### config.mk
export PLATFORM = sky130hd
export DESIGN_NAME = dvp_capture_ctrl_flat
export DESIGN_NICKNAME = d
export VERILOG_FILES = /design/src/rtl/dvp_capture_ctrl_if.sv /design/src/rtl/dvp_capture_ctrl.sv /design/src/flat_wrapper.sv
export SDC_FILE = /design/constraint.sdc
export NUM_CORES = 1
export LEC_CHECK = 0
export BUFFER_PORTS_ARGS = -buffer_cell sky130_fd_sc_hd__buf_4
export CAP_MARGIN = 0
export CORE_MARGIN = 4
export CORE_UTILIZATION = 26
export DETAILED_ROUTE_END_ITERATION = 10
export PLACE_DENSITY = 0.4
export RECOVER_POWER = 100
export SETUP_SLACK_MARGIN = 0.15
export SKIP_CTS_REPAIR_TIMING = 1
export SLEW_MARGIN = 30
export SYNTH_ARGS = -nofsm -noshare
export SYNTH_HDL_FRONTEND = slang
export SYNTH_SLANG_ARGS = --single-unit
### constraint.sdc
create_clock -name clk -period 3.35 [get_ports clk]
set_clock_uncertainty 0.15 [all_clocks]
set_input_delay 0 -clock clk [delete_from_list [all_inputs] [get_ports clk]]
set_output_delay 0 -clock clk [all_outputs]
set_load 0.05 [all_outputs]
### src/rtl/dvp_capture_ctrl_if.sv
// Pixel write bus from the capture controller to the frame-buffer write port.
interface dvp_capture_ctrl_if #(
  parameter int DATA_W = 8,
  parameter int BPP    = 2,
  parameter int ADDR_W = 16
);
  logic [DATA_W*BPP-1:0] pix_data;
  logic                  pix_valid;
  logic [ADDR_W-1:0]     pix_addr;

  modport master (output pix_data, output pix_valid, output pix_addr);
  modport slave  (input  pix_data, input  pix_valid, input  pix_addr);
endinterface

### src/rtl/dvp_capture_ctrl.sv
// DVP camera capture controller: registers the sensor pins, assembles
// multi-byte pixels, applies a crop window with decimation and emits each
// accepted pixel with a linear frame-buffer write address.
module dvp_capture_ctrl #(
  parameter int DATA_W    = 8,
  parameter int BPP       = 2,
  parameter int ADDR_W    = 16,
  parameter int X_START   = 0,
  parameter int Y_START   = 0,
  parameter int WIDTH     = 320,
  parameter int HEIGHT    = 240,
  parameter int DECIM     = 1,
  parameter bit VSYNC_POL = 1'b1,
  parameter bit BYTE_SWAP = 1'b0
) (
  input  logic              clk,
  input  logic              reset,
  input  logic [DATA_W-1:0] csi_data,
  input  logic              csi_vsync,
  input  logic              csi_hsync,
  input  logic              cfg_continuous,
  input  logic              start,
  dvp_capture_ctrl_if.master pix_if,
  output logic              frame_start,
  output logic              frame_done,
  output logic              line_err,
  output logic              busy,
  output logic [7:0]        frame_cnt
);

  localparam int PIX_W = DATA_W * BPP;
  localparam int CNT_W = 16;
  localparam logic [1:0]       BYTE_LAST = 2'(BPP - 1);
  localparam logic [CNT_W-1:0] X_LO      = CNT_W'(X_START);
  localparam logic [CNT_W-1:0] Y_LO      = CNT_W'(Y_START);
  localparam logic [CNT_W-1:0] W_LIM     = CNT_W'(WIDTH);
  localparam logic [CNT_W-1:0] H_LIM     = CNT_W'(HEIGHT);
  localparam logic [CNT_W-1:0] DEC_MASK  = CNT_W'(DECIM - 1);

  typedef enum logic [1:0] {IDLE, WAIT_VS, SYNC, ACTIVE} state_t;

  state_t             state_q, state_d;
  logic [DATA_W-1:0]  data_q;
  logic               vs_q, hs_q, vs_prev_q, hs_prev_q;
  logic [1:0]         byte_cnt_q, byte_cnt_d;
  logic [CNT_W-1:0]   col_q, col_d, row_q, row_d;
  logic [ADDR_W-1:0]  addr_q, addr_d;
  logic [PIX_W-1:0]   shift_q, shift_d;
  logic [PIX_W-1:0]   pix_data_q, pix_data_d;
  logic               pix_valid_q, pix_valid_d;
  logic [ADDR_W-1:0]  pix_addr_q, pix_addr_d;
  logic               frame_start_q, frame_start_d;
  logic               frame_done_q, frame_done_d;
  logic               line_err_q, line_err_d;
  logic [7:0]         frame_cnt_q, frame_cnt_d;

  logic               vs_rise, vs_fall, hs_fall;
  logic [CNT_W-1:0]   col_rel, row_rel;
  logic               pix_ok;
  logic [PIX_W-1:0]   data_ext, shift_in;

  // Register the sensor pins once; vsync is normalised to active-high here.
  // NOTE: sequential state is written with <= so every flop samples the
  // pre-edge value of every other flop, independent of statement order.
  always_ff @(posedge clk or posedge reset) begin
    if (reset) begin
      data_q    <= '0;
      vs_q      <= 1'b0;
      hs_q      <= 1'b0;
      vs_prev_q <= 1'b0;
      hs_prev_q <= 1'b0;
    end else begin
      data_q    <= csi_data;
      vs_q      <= (csi_vsync == VSYNC_POL);
      hs_q      <= csi_hsync;
      vs_prev_q <= vs_q;
      hs_prev_q <= hs_q;
    end
  end

  assign vs_rise = vs_q & ~vs_prev_q;
  assign vs_fall = ~vs_q & vs_prev_q;
  assign hs_fall = ~hs_q & hs_prev_q;

  // Offsets wrap to large values left of / above the window, so a single
  // unsigned compare covers both window edges.
  assign col_rel = col_q - X_LO;
  assign row_rel = row_q - Y_LO;
  assign pix_ok  = (col_rel < W_LIM) && (row_rel < H_LIM) &&
                   ((col_rel & DEC_MASK) == '0) && ((row_rel & DEC_MASK) == '0);

  // Shift register contents after taking the current byte; after BPP bytes
  // the first byte sits at the MSB end, or at the LSB end when swapped.
  assign data_ext = PIX_W'(data_q);
  assign shift_in = BYTE_SWAP ? ((shift_q >> DATA_W) | (data_ext << (PIX_W - DATA_W)))
                              : ((shift_q << DATA_W) | data_ext);

  // State register.
  always_ff @(posedge clk or posedge reset) begin
    if (reset) state_q <= IDLE;
    else       state_q <= state_d;
  end

  // Next-state logic plus counters, pixel assembly and output pulses.
  // NOTE: every signal written here gets a default first, so no path can
  // leave one unassigned and infer a latch.
  always_comb begin
    state_d       = state_q;
    byte_cnt_d    = byte_cnt_q;
    col_d         = col_q;
    row_d         = row_q;
    addr_d        = addr_q;
    shift_d       = shift_q;
    pix_data_d    = pix_data_q;
    pix_valid_d   = 1'b0;
    pix_addr_d    = pix_addr_q;
    frame_start_d = 1'b0;
    frame_done_d  = 1'b0;
    line_err_d    = 1'b0;
    frame_cnt_d   = frame_cnt_q;

    case (state_q)
      IDLE: begin
        if (start) state_d = WAIT_VS;
      end
      WAIT_VS: begin
        // Only a fresh vsync edge starts a frame, never a frame in progress.
        if (vs_rise) state_d = SYNC;
      end
      SYNC: begin
        if (vs_fall) begin
          state_d       = ACTIVE;
          byte_cnt_d    = '0;
          col_d         = '0;
          row_d         = '0;
          addr_d        = '0;
          frame_start_d = 1'b1;
        end
      end
      ACTIVE: begin
        if (vs_rise) begin
          // Frame end wins over any byte or line end in the same cycle; a
          // partial pixel is simply dropped.
          frame_done_d = 1'b1;
          frame_cnt_d  = frame_cnt_q + 8'd1;
          state_d      = cfg_continuous ? SYNC : IDLE;
        end else if (hs_q) begin
          shift_d = shift_in;
          if (byte_cnt_q == BYTE_LAST) begin
            byte_cnt_d = '0;
            col_d      = col_q + CNT_W'(1);
            if (pix_ok) begin
              pix_valid_d = 1'b1;
              pix_data_d  = shift_in;
              pix_addr_d  = addr_q;
              addr_d      = addr_q + ADDR_W'(1);
            end
          end else begin
            byte_cnt_d = byte_cnt_q + 2'd1;
          end
        end else if (hs_fall) begin
          row_d      = row_q + CNT_W'(1);
          col_d      = '0;
          byte_cnt_d = '0;
          line_err_d = (byte_cnt_q != '0);
        end
      end
      default: state_d = IDLE;
    endcase
  end

  // Datapath and output registers.
  always_ff @(posedge clk or posedge reset) begin
    if (reset) begin
      byte_cnt_q    <= '0;
      col_q         <= '0;
      row_q         <= '0;
      addr_q        <= '0;
      shift_q       <= '0;
      pix_data_q    <= '0;
      pix_valid_q   <= 1'b0;
      pix_addr_q    <= '0;
      frame_start_q <= 1'b0;
      frame_done_q  <= 1'b0;
      line_err_q    <= 1'b0;
      frame_cnt_q   <= '0;
    end else begin
      byte_cnt_q    <= byte_cnt_d;
      col_q         <= col_d;
      row_q         <= row_d;
      addr_q        <= addr_d;
      shift_q       <= shift_d;
      pix_data_q    <= pix_data_d;
      pix_valid_q   <= pix_valid_d;
      pix_addr_q    <= pix_addr_d;
      frame_start_q <= frame_start_d;
      frame_done_q  <= frame_done_d;
      line_err_q    <= line_err_d;
      frame_cnt_q   <= frame_cnt_d;
    end
  end

  assign pix_if.pix_data  = pix_data_q;
  assign pix_if.pix_valid = pix_valid_q;
  assign pix_if.pix_addr  = pix_addr_q;
  assign frame_start      = frame_start_q;
  assign frame_done       = frame_done_q;
  assign line_err         = line_err_q;
  assign frame_cnt        = frame_cnt_q;
  assign busy             = (state_q != IDLE);

endmodule

### src/flat_wrapper.sv
// flat-port wrapper written by rule: the top's interface ports become plain ports
module dvp_capture_ctrl_flat 
#(
  parameter int DATA_W    = 8,
  parameter int BPP       = 2,
  parameter int ADDR_W    = 16,
  parameter int X_START   = 0,
  parameter int Y_START   = 0,
  parameter int WIDTH     = 320,
  parameter int HEIGHT    = 240,
  parameter int DECIM     = 1,
  parameter bit VSYNC_POL = 1'b1,
  parameter bit BYTE_SWAP = 1'b0
)
  (clk, reset, csi_data, csi_vsync, csi_hsync, cfg_continuous, start, frame_start, frame_done, line_err, busy, frame_cnt, pix_if_pix_data, pix_if_pix_valid, pix_if_pix_addr);
  dvp_capture_ctrl_if #(.DATA_W(DATA_W), .BPP(BPP), .ADDR_W(ADDR_W)) pix_if_i ();
  input  logic clk;
  input  logic reset;
  input  logic [DATA_W-1:0] csi_data;
  input  logic csi_vsync;
  input  logic csi_hsync;
  input  logic cfg_continuous;
  input  logic start;
  output logic frame_start;
  output logic frame_done;
  output logic line_err;
  output logic busy;
  output logic [7:0] frame_cnt;
  output wire logic [$bits(pix_if_i.pix_data)-1:0] pix_if_pix_data;
  output wire logic [$bits(pix_if_i.pix_valid)-1:0] pix_if_pix_valid;
  output wire logic [$bits(pix_if_i.pix_addr)-1:0] pix_if_pix_addr;
  assign pix_if_pix_data = pix_if_i.pix_data;
  assign pix_if_pix_valid = pix_if_i.pix_valid;
  assign pix_if_pix_addr = pix_if_i.pix_addr;
  dvp_capture_ctrl #(.DATA_W(DATA_W), .BPP(BPP), .ADDR_W(ADDR_W), .X_START(X_START), .Y_START(Y_START), .WIDTH(WIDTH), .HEIGHT(HEIGHT), .DECIM(DECIM), .VSYNC_POL(VSYNC_POL), .BYTE_SWAP(BYTE_SWAP)) u_core (.clk(clk), .reset(reset), .csi_data(csi_data), .csi_vsync(csi_vsync), .csi_hsync(csi_hsync), .cfg_continuous(cfg_continuous), .start(start), .pix_if(pix_if_i), .frame_start(frame_start), .frame_done(frame_done), .line_err(line_err), .busy(busy), .frame_cnt(frame_cnt));
endmodule
* Word-level counts from Yosys, hierarchy flattened
Cells that the tools add are included.
** Storage, ports and cells
- Register bits :: 116
- Logic and storage cells :: 102
** Cells by class
- Eq/ne operators :: 16
- $add $sub $neg :: 5
- Order comparisons :: 2
- Reductions and logical operators :: 13
- Mux-type cells :: 40
- Bitwise gates (word level) :: 8
** Operators by type and width (number)
- $mux W16 :: 12
- $pmux W16 S2 :: 3
- $add A16 B1 Y16 const B :: 3
- $mux W2 :: 10
- $lt A16 B8 Y1 const B :: 1
- $lt A16 B9 Y1 const B :: 1
- $or A16 B8 Y16 :: 1
- $reduce_and A5 Y1 :: 3
- $ne A2 B1 Y1 const B :: 7
- $mux W1 :: 13
- $add A8 B1 Y8 const B :: 1
- $pmux W2 S4 :: 1
- $reduce_and A4 Y1 :: 2
- $ne A2 B2 Y1 const B :: 3
- $reduce_and A6 Y1 :: 1
- $reduce_bool A2 Y1 :: 3
- $eq A2 B1 Y1 const B :: 2
- $eq A2 B2 Y1 const B :: 2
- $not A1 Y1 :: 4
- $pmux W2 S2 :: 1
- $and A1 B1 Y1 :: 3
- $ne A3 B1 Y1 const B :: 1
- $ne A3 B3 Y1 const B :: 1
- $reduce_and A3 Y1 :: 1
- other kinds (4) :: 4

* Longest topological paths before layout
- Word-level depth :: 7
- Depth in mapped cells :: 8

* Worst setup path after synthesis
Ideal clock, no wire load.
- Path type :: flip-flop to flip-flop
- From :: register u_core.row_q[11]
- To :: register u_core.pix_addr_q[4] (netlist: u_core.pix_if.pix_addr[4])
- Cell stages (with the launch flop) :: 7
- Data arrival time :: 1717 ps
- Slack :: 1356 ps
- Clock period less this slack :: 1994 ps
- Library setup time :: 127 ps
- Path through :: dfrtp_1 > nor4_2 > and4_4 > and3_2 > buf_6 > buf_8 > mux2_1
** On the way
- Cells in the longest elaborated chain, start to end :: 3
** Ends and longest elaborated chain
- start: declaration :: line dvp_capture_ctrl.sv:46 : logic [CNT_W-1:0] col_q, col_d, row_q, row_d;
- start signal: assignment :: line dvp_capture_ctrl.sv:190 : row_q <= row_d;
- $lt A16 B8 Y1 :: line dvp_capture_ctrl.sv:89 : assign pix_ok = (col_rel < W_LIM) && (row_rel < H_LIM) &&
- $logic_and A1 B1 Y1 :: line dvp_capture_ctrl.sv:89
- $reduce_and A5 Y1 (no line)
- end signal: assignment :: line dvp_capture_ctrl.sv:195 : pix_addr_q <= pix_addr_d;
- end: declaration :: line dvp_capture_ctrl.sv:51 : logic [ADDR_W-1:0] pix_addr_q, pix_addr_d;
No other way between the ends.
A chain may end at the register's enable or synchronous reset.

* Final worst setup path
- From :: register u_core.state_q[1]
- To :: register u_core.addr_q[13]
** On the way
- Cells in the longest elaborated chain, start to end :: 3
** Ends and longest elaborated chain
- start: declaration :: line dvp_capture_ctrl.sv:42 : state_t state_q, state_d;
- start signal: assignment :: line dvp_capture_ctrl.sv:101 : else state_q <= state_d;
- $eq A2 B2 Y1 :: line dvp_capture_ctrl.sv:122 : case (state_q)
- $ne A2 B1 Y1 (no line), or another cell as far along
- $reduce_and A6 Y1 (no line)
- end signal: assignment :: line dvp_capture_ctrl.sv:191 : addr_q <= addr_d;
- end: declaration :: line dvp_capture_ctrl.sv:47 : logic [ADDR_W-1:0] addr_q, addr_d;
Several ways; a longest one is shown, not always the timed one.

==> results.py <==
metrics = {
    "status": {
        "status": "complete, but fails checks",
        "violations": "capacitance limit, slew limit",
    },
    "synthesis": {
        "ys_seq_area_frac": 0.572,
        "synth.net_count": 445,
        "synthCells": 427,
        "post-synth-top-count-cell": "dfrtp_1",
        "async_reset_ff_frac": 1.00,
        "synth_top_area_share": 0.572,
        "synth-edff-count": 0,
        "yosys_most_used_dff": "dfrtp_1",
        "yosysTopAreaCell": "dfrtp_1",
        "avgSynthCellArea_um2": 11.9,
        "netlist_top_cells_count": "116 x dfrtp_1, 41 x nand2_1, 38 x mux2_2",
        "yosys_register_bits": 116,
        "ys_warn_count": 0,
        "syn_area_mm2": 0.00508,
        "ys_types": 59,
        "synthTopCellsByArea": "dfrtp_1 57%, mux2_2 8.4%, nand2_1 3.0%",
    },
    "power_and_ir_drop": {
        "powerDensity_mw_per_mm2": 783,
        "vdd_drop_max_mv": 0.410,
        "leakage_nw": 2.71,
    },
    "drt": {
        "wl_per_cell_um": 14.6,
        "routed-wl-met2_mm": 5.38,
        "drc": 0,
        "ant_nets": 0,
        "met1_length_mm": 5.39,
        "met3_length_um": 532,
        "top_layer": "met4",
        "viasPerCell": 4.58,
        "vias": 3582,
        "drt_iter0_drc": 213,
        "drtPass1Iterations": 4,
        "drt_wl_total_mm": 11.4,
    },
    "worst_setup_path": {
        "startpoint_type": "flip-flop",
        "r2r_setup_slack_ns": 0.60,
        "cp-end-kind": "flip-flop",
        "arrival_ns": 2.87,
        "cp_max_fo": 13,
        "required_ns": 3.47,
        "critPathKind": "reg -> reg",
    },
    "global_route": {
        "grt_pass1_vias": 3622,
        "grt_usage": 0.110,
        "antenna_found_initial": 0,
        "grt_overflow_total": 0,
        "grt_pass1_wl_mm": 19.1,
        "grt_max_degree": 82,
    },
    "final_layout": {
        "diodes": 0,
        "area_growth_pct": 24.6,
        "fin_nets": 527,
        "stdcell_count": 782,
        "layout-drive-gt1-share": 0.188,
    },
    "placement": {
        "place_ws_ns": 0.891,
        "dp_cells": 737,
        "gp_congestion": 0.738,
        "hpwl_mm": 7.54,
        "numPortBuffers": 58,
    },
    "clocking": {
        "clock_path_buffers": 2,
        "cts_buffers": 17,
        "clk_latency_ns": 0.41,
        "clkTransAtPathRegs_ns": 0.06,
        "cts.sinks": 116,
        "cts_root_buf": "clkbuf_16",
        "htreeDepth": 4,
        "cts_tree": "built",
    },
    "sta": {
        "maxSlewViolCount": 36,
        "relSlewSlack": -0.0626,
        "finalHoldViolations": 0,
        "post-route-worst-setup-slack_ns": 0.603,
        "finalSetupTns_ns": 0,
        "finalCritPeriodShare": 0.820,
        "min_period_ns": 2.75,
        "fin_hold_ws_ns": 0.105,
        "fmax_ghz": 0.364,
        "rsz0062_at_grt": "no",
        "setup_viol": 0,
        "worst_pin_slew_ns": 1.59,
    },
    "run": {
        "max_cap_violations": 1,
    },
    "hold_path": {
        "hold_path_class": "in -> reg",
    },
    "die": {
        "num_io_pins": 59,
        "coreArea_mm2": 0.0190,
        "die_x_um": 148,
        "start_util": 0.268,
        "dieArea_mm2": 0.0218,
        "num_rows": 50,
        "dieHeight_um": 148,
    },
}
==> per-stage QoR <==
stage               power, mW  instance area, um2   util
floorplan                2.91                5080      -
global placement         3.34                5820  0.307
detailed placement       3.36                5820  0.307
CTS                      5.17                6400  0.338
global route             5.23                6320  0.334
finish                   4.95                6320  0.334
==> worst max-delay path, cell delays in order, from the launching register on <==
cell and delay [ns]:
dfrtp_1 0.56, nand3_1 0.34, a211oi_1 0.59, nand4_1 0.14, clkbuf_1 0.27, o311ai_0 0.41, o41ai_1 0.14
==> cells in the final DEF, fill, tap and decap left out, types with 12 or more instances in the layout <==
| cell type | instances |
|---|---|
| nand3_1 | 17 |
| nand4_1 | 23 |
| clkbuf_1 | 49 |
| dfrtp_1 | 116 |
| nor2_1 | 25 |
| nand2_1 | 41 |
| dlygate4sd3_1 | 13 |
| mux2i_1 | 12 |
| mux2_2 | 38 |
| clkbuf_16 | 17 |
==> registers in the layout, summed over array words and instances (netlist names) <==
name and count:
u_core.frame_start 1, u_core.frame_cnt 8, u_core.hs_q 1, u_core.hs_prev_q 1
u_core.pix_if.pix_data 16, u_core.addr_q 16, u_core.pix_if.pix_addr 16, u_core.line_err 1
u_core.vs_q 1, u_core.row_q 16, u_core.pix_if.pix_valid 1, u_core.frame_done 1
u_core.shift_q 8, u_core.state_q 2, u_core.byte_cnt_q 2, u_core.data_q 8
u_core.vs_prev_q 1, u_core.col_q 16
==> where the power goes <==
group,switching [mW],internal [mW]
clock network,0.664,1.11
logic,0.946,0.370
registers,0.199,1.66
total,1.81,3.14
==> logic make-up (layout without fill, tap and decap cells) <==
| family | after synthesis | count (layout) | share of synthesized area |
|---|---|---|---|
| simple gates | 160 | 160 | 0.176 |
| flops | 116 | 116 | 0.572 |
| mux | 53 | 53 | 0.115 |
| compound gates | 52 | 52 | 0.0697 |
| buf+inv | 22 | 117 | 0.0232 |
| xor+xnor | 19 | 19 | 0.0328 |
| fa+ha+maj | 5 | 5 | 0.0118 |
==> path summary, 6_finish.rpt <==
kind	startpoint	end	depth (start not counted)
worst max-delay path	u_core.state_q[1]	u_core.addr_q[13]	6
worst min-delay path	csi_data[6]	u_core.data_q[6]	2
worst max register to register	u_core.state_q[1]	u_core.addr_q[13]	6
worst min register to register	u_core.vs_q	u_core.vs_prev_q	0
max in group asynchronous	reset	u_core.row_q[1]	4
min in group asynchronous	reset	u_core.data_q[4]	3
==> per-layer routing <==
layer,vias to the layer above,track usage
met4,0,0.0340
li1,1719,-
met1,1801,0.144
met5,-,0
met3,9,0.0426
met2,53,0.167
==> area by class of cell <==
type	count	area, um2
repair buffers	77	459
clock buffers	20	447
flip-flops and latches	116	2900
well taps	260	325
clock inverters	12	131
inverters	8	31.3
multi-input cells	289	2030
fillers	1958	12600
No activity file was read; power rests on OpenSTA's default activity.
